**config.mk**
```make
export PLATFORM = sky130hd
export DESIGN_NAME = if_id_stall_register
export DESIGN_NICKNAME = d
export VERILOG_FILES = /design/src/rtl/if_id_stall_register.sv
export SDC_FILE = /design/constraint.sdc
export NUM_CORES = 1
export LEC_CHECK = 0
export CAP_MARGIN = 20
export CORE_MARGIN = 3
export CORE_UTILIZATION = 41
export DETAILED_ROUTE_END_ITERATION = 7
export GPL_TIMING_DRIVEN = 1
export PLACE_DENSITY = 0.82
export SLEW_MARGIN = 10
export SYNTH_ARGS = -nofsm -noshare
export SYNTH_HDL_FRONTEND = slang
export SYNTH_SLANG_ARGS = --single-unit
```
**constraint.sdc**
```tcl
create_clock -name CLK -period 4.35 [get_ports CLK]
set_clock_uncertainty 0.15 [all_clocks]
set_input_delay 0.435 -clock CLK [delete_from_list [all_inputs] [get_ports CLK]]
set_output_delay 0.435 -clock CLK [all_outputs]
set_load 0.05 [all_outputs]
```
**src/rtl/if_id_stall_register.sv**
```systemverilog
// IF/ID pipeline register with an integrated load-use stall / branch flush
// controller for a 5-stage RV32IM pipeline.
//
// A load-use hazard freezes the PC and the IF/ID register for STALL_CYCLES
// cycles in total and requests a bubble into ID/EX for each of them. A taken
// branch/jump resolved in EX turns the next IF/ID slot into a NOP and aborts
// any stall in progress.
//
// Optional build macro: IF_ID_STALL_COUNTER_EN
//   When defined, adds STALL_COUNT (cycles with a load-use bubble) and
//   FLUSH_COUNT (cycles with BRANCH_FLUSH asserted) as 32-bit wrapping
//   performance counters.

module if_id_stall_register #(
  parameter int          XLEN         = 32,
  parameter int          STALL_CYCLES = 1,
  parameter logic [31:0] NOP_INSTR    = 32'h00000013
) (
  input  logic            CLK,
  input  logic            RESET,
  input  logic [XLEN-1:0] PC_IN,
  input  logic [XLEN-1:0] PC_PLUS4_IN,
  input  logic [31:0]     INSTRUCTION_IN,
  input  logic            LOAD_USE,
  input  logic            BRANCH_FLUSH,
  output logic [XLEN-1:0] PC_OUT,
  output logic [XLEN-1:0] PC_PLUS4_OUT,
  output logic [31:0]     INSTRUCTION_OUT,
  output logic            VALID_OUT,
`ifdef IF_ID_STALL_COUNTER_EN
  output logic [31:0]     STALL_COUNT,
  output logic [31:0]     FLUSH_COUNT,
`endif
  output logic            PC_WRITE_EN,
  output logic            ID_EX_BUBBLE
);

  typedef enum logic [0:0] {
    RUN   = 1'b0,
    STALL = 1'b1
  } state_t;

  // The stall cycle in which LOAD_USE is seen counts as the first freeze
  // cycle, so the counter only has to cover the remaining ones.
  localparam logic [2:0] STALL_INIT = 3'(STALL_CYCLES - 1);

  state_t     state_r;
  logic [2:0] count_r;
  logic       freeze_s;

  // Decide whether the current cycle freezes fetch; flush always wins.
  always_comb begin
    freeze_s = 1'b0;
    if (RESET) begin
      freeze_s = 1'b0;
    end else if (BRANCH_FLUSH) begin
      freeze_s = 1'b0;
    end else begin
      case (state_r)
        RUN:     freeze_s = LOAD_USE;
        STALL:   freeze_s = 1'b1;
        default: freeze_s = 1'b0;
      endcase
    end
  end

  assign PC_WRITE_EN  = ~freeze_s;
  assign ID_EX_BUBBLE = freeze_s;

  // IF/ID register contents, stall state and remaining-stall counter.
  always_ff @(posedge CLK or posedge RESET) begin
    if (RESET) begin
      PC_OUT          <= '0;
      PC_PLUS4_OUT    <= '0;
      INSTRUCTION_OUT <= NOP_INSTR;
      VALID_OUT       <= 1'b0;
      state_r         <= RUN;
      count_r         <= 3'd0;
    end else if (BRANCH_FLUSH) begin
      // PC fields keep flowing; only the instruction slot is killed.
      PC_OUT          <= PC_IN;
      PC_PLUS4_OUT    <= PC_PLUS4_IN;
      INSTRUCTION_OUT <= NOP_INSTR;
      VALID_OUT       <= 1'b0;
      state_r         <= RUN;
      count_r         <= 3'd0;
    end else begin
      case (state_r)
        RUN: begin
          if (LOAD_USE) begin
            count_r <= STALL_INIT;
            state_r <= (STALL_CYCLES == 1) ? RUN : STALL;
          end else begin
            PC_OUT          <= PC_IN;
            PC_PLUS4_OUT    <= PC_PLUS4_IN;
            INSTRUCTION_OUT <= INSTRUCTION_IN;
            VALID_OUT       <= 1'b1;
            count_r         <= 3'd0;
            state_r         <= RUN;
          end
        end
        STALL: begin
          // Counter saturates at zero; reaching one means this is the last
          // frozen cycle, and zero can only be a recovery path back to RUN.
          if (count_r != 3'd0) begin
            count_r <= count_r - 3'd1;
          end else begin
            count_r <= 3'd0;
          end
          if (count_r <= 3'd1) begin
            state_r <= RUN;
          end else begin
            state_r <= STALL;
          end
        end
        default: begin
          state_r <= RUN;
          count_r <= 3'd0;
        end
      endcase
    end
  end

`ifdef IF_ID_STALL_COUNTER_EN
  // Performance counters: load-use bubble cycles and branch flush cycles.
  always_ff @(posedge CLK or posedge RESET) begin
    if (RESET) begin
      STALL_COUNT <= 32'd0;
      FLUSH_COUNT <= 32'd0;
    end else begin
      if (freeze_s) begin
        STALL_COUNT <= STALL_COUNT + 32'd1;
      end else begin
        STALL_COUNT <= STALL_COUNT;
      end
      if (BRANCH_FLUSH) begin
        FLUSH_COUNT <= FLUSH_COUNT + 32'd1;
      end else begin
        FLUSH_COUNT <= FLUSH_COUNT;
      end
    end
  end
`endif

endmodule

```
==> impl_summary.log <==
[metrics] run status: finished, final reports clean
[metrics] power density of the placed cells: ~340 nW/um^2
[metrics] share of post-route cells with drive strength above 1: a little under a fifth
[metrics] end of the worst register-to-register path: PC_OUT[11]$_DFFE_PP0P_
[metrics] worst-case setup margin in the final layout: 1450 ps
[metrics] global-route wire length before repair: about 16,000 um
[metrics] Max IR drop VDD: 0.162 mV
[metrics] average size of a mapped cell: 14.1 um^2
[metrics] global routing usage summed across all routing layers: 17.5%
[metrics] H-Tree Level Count: 3
[metrics] number of hold-slack violations in the final timing report: 0
[metrics] area of the core region: roughly 10000 um^2
[metrics] arrival time reported for the critical path endpoint: 2310 ps
[metrics] number of antenna-violating nets in the routed design: 0
[metrics] cell leakage power: between 0.002 and 0.003 uW
[metrics] synthesized netlist net count: 405
[metrics] leading cell type in the layout, fill and taps excluded: clkdlybuf4s50_1
[metrics] worst slack, placed: 1480 ps
[metrics] Clock Latency Late Sink: 340 ps
[metrics] Bufs and invs on worst path: 2
[metrics] most instantiated flip-flop cell in the synthesis netlist: dfrtp_1
[metrics] slack of the worst reg-to-reg path: roughly 2100 ps
[metrics] top fanout value on the critical path: 63
[metrics] worst hold path depth: 1
[metrics] highest achievable clock rate: 345 MHz
[metrics] list of cells traversed by the critical path: buf_2 > o21bai_4 > nor2_1 > clkdlybuf4s50_1
[metrics] share of synthesized area occupied by flip-flops and latches: 59.3%
[metrics] worst min path class: flip-flop to flip-flop
[metrics] number of placed I/O pins: between 150 and 200
[metrics] DR vias: 3,083
[metrics] worst flop-to-flop path startpoint: state_r$_DFF_PP0_
[metrics] combined area of all synthesized cells: around 4300 um^2
[metrics] flip-flop and latch count after synthesis: ~100
[metrics] highest cell delay on the worst timing path: 820 ps
[metrics] HPWL after detailed placement: 7650 um
[metrics] number of synthesis warnings: 0
[metrics] number of enable-type register cells in the synthesized netlist: 0
[metrics] hold_sp: count_r[0]$_DFF_PP0_
[metrics] cell family with most CP delay: buffers and inverters
[metrics] Max-slew headroom: 36.7%
[metrics] min cycle time layout: 2900 ps
[metrics] total detailed-routing wirelength: 10,500 um
[metrics] antenna fix cells: 0
[metrics] number of DRC markers in iteration 0: between 90 and 100
[metrics] number of instances in the synthesized netlist: 303
[metrics] async set or reset register ratio after synthesis: between 90% and 100%
[metrics] number of inserted filler cells in the final layout: 767
[metrics] post-detailed-route DRC marker count: 0
[metrics] Worst Hold End: count_r[0]$_DFF_PP0_
[metrics] count of hold buffers inserted by post-cts repair: 0
[metrics] initial cell density of the core: approximately 43%
[metrics] Final Core Density: around two thirds
[metrics] clock slew seen by the registers of the worst setup and hold paths: 90 ps
[metrics] clock tree from TritonCTS: built
[metrics] path depth of the worst reg2reg path: 3
[metrics] Die W: between 100 and 150 um
[metrics] full die area: approximately 12,000 um^2
[metrics] Slew @ Worst Pin: approximately 950 ps
[metrics] vertical die dimension: about 110 um
[metrics] xor/xnor share of the synthesized area: 0%
[metrics] unrepaired setup endpoints after global routing: false
[metrics] number of distinct library cell variants in the gate-level netlist after synthesis: 23
[metrics] Inserted Clock Buffers: 9
[metrics] length of the first detailed-routing pass in iterations: 4
[metrics] Routed wire per std cell: 16.7 um
[metrics] Post CTS Setup Buffer Count: 0
[metrics] synthesis-to-layout area growth: 51.3%
[metrics] slowest cell on the critical path: clkdlybuf4s50_1
[metrics] top library cells by usage in the layout, fill and taps aside: clkdlybuf4s50_1 (197), dfrtp_1 (98), mux2_4 (38), a21oi_1 (30), o21ai_0 (29)
[metrics] final weighted congestion of routability-driven global placement: 0.733
[metrics] Post-CTS Resized: 0
[metrics] fin. max-slew vios: 0
[metrics] Worst setup SP type: input port
[metrics] adder-cell share of the synthesized area: 0.586%
[metrics] largest net degree at the start of global routing: between 60 and 70
[metrics] TritonCTS sink count: 101
[metrics] ratio of final minimum period to clock period: approximately 67%
[metrics] post-route setup TNS: 0 ps
[metrics] kind of end point of the critical path: primary output
[metrics] simple-gate area share of the yosys netlist: 7.24%
[metrics] count of input and output buffers: 198
[metrics] Clock Path Buffers: 2
[metrics] instance count on the critical path: 4
[metrics] number of global-route vias before repair: 3,126
[metrics] category of the most critical setup path: input port to primary output
[metrics] cell chosen for the clock root: clkbuf_8
[metrics] number of failing setup endpoints in the final timing report: 0
[metrics] required time worst endpoint: 3760 ps
[metrics] share of the synthesized area in compound gates (AO/OA/AOI/OAI): 8.73%
[metrics] number of nets in the finished design: 593
[metrics] overflow left after global routing: 0
[metrics] combinational family with the most area after synthesis: multiplexers
[metrics] multiplexer area fraction after synthesis: 20.2%
[metrics] count of standard-cell rows: 36
[metrics] antenna violations before repair: 0
[metrics] max-cap violations: 0
[metrics] vias per inst: 4.90
## final cells by class
| type | count | area, um^2 | area share, % |
|---|---|---|---|
| inverter | 4 | 17.5 | 0.271 |
| timing repair buffer | 202 | 2010 | 31.1 |
| sequential | 101 | 2530 | 39.2 |
| tap | 133 | 166 | 2.58 |
| clock inverter | 5 | 37.5 | 0.581 |
| multi-input combinational | 173 | 1570 | 24.3 |
| clock buffer | 11 | 131 | 2.03 |
## cells in the mapped netlist, types with 2 or more instances
library cell	n	share of area, %
mux2_4	38	13
mux2_2	26	6.9
nand2b_1	2	0.29
or3b_2	4	0.82
buf_2	2	0.23
a211o_1	3	0.62
or3b_1	26	5.3
ha_1	2	0.59
o21a_1	3	0.53
clkbuf_1	15	1.3
inv_1	4	0.35
nor2_1	5	0.44
buf_6	7	1.8
o21ai_0	29	3.4
dfstp_2	3	1.8
dfrtp_1	98	57
a21oi_1	30	3.5
## stage by stage
step                hold slack, ps  cell area (um^2)  total power, uW  instances
finish                         333              6460             2190        629
global route                   364              6460             2290        629
CTS                            335              6460             2220        629
detailed placement             322              6290             1700        613
global placement               301              6290             1690        613
floorplan                      288              4270             1440        303
## registers in the layout, summed over array words and instances (netlist names)
| register | cells |
|---|---|
| VALID_OUT | 1 |
| INSTRUCTION_OUT | 32 |
| count_r | 3 |
| PC_OUT | 32 |
| state_r | 1 |
| PC_PLUS4_OUT | 32 |
## logic make-up (layout without fill, tap and decap cells)
group,count (synthesis),count (layout)
mux,64,64
buf+inv,29,222
flops,101,101
fa+ha+maj,2,2
compound gates,67,67
simple gates,40,40
## routing by layer
layer / global-route usage, % / share of wire, % / up-vias
li1: - / - / 1441
met1: 21.2 / 40 / 1511
met2: 29.9 / 50 / 121
met3: 6.03 / 8.8 / 10
met4: 4.69 / 1.2 / 0
met5: 0 / 0 / -
## power breakdown
group          leakage, uW  internal, uW  total (uW)  switching (uW)
combinational      0.00145           273         631             358
sequential         0.00123          1010        1040            36.4
clock            0.0000795           210         519             309
## worst max-delay path by stage
stage / startpoint / to / slack [ps]
floorplan: RESET / PC_WRITE_EN / 280
global placement: RESET / PC_WRITE_EN / 1490
detailed placement: LOAD_USE / ID_EX_BUBBLE / 1480
CTS: LOAD_USE / ID_EX_BUBBLE / 1480
global route: LOAD_USE / ID_EX_BUBBLE / 1290
finish: LOAD_USE / ID_EX_BUBBLE / 1450
(Power assumes the default switching activity.)
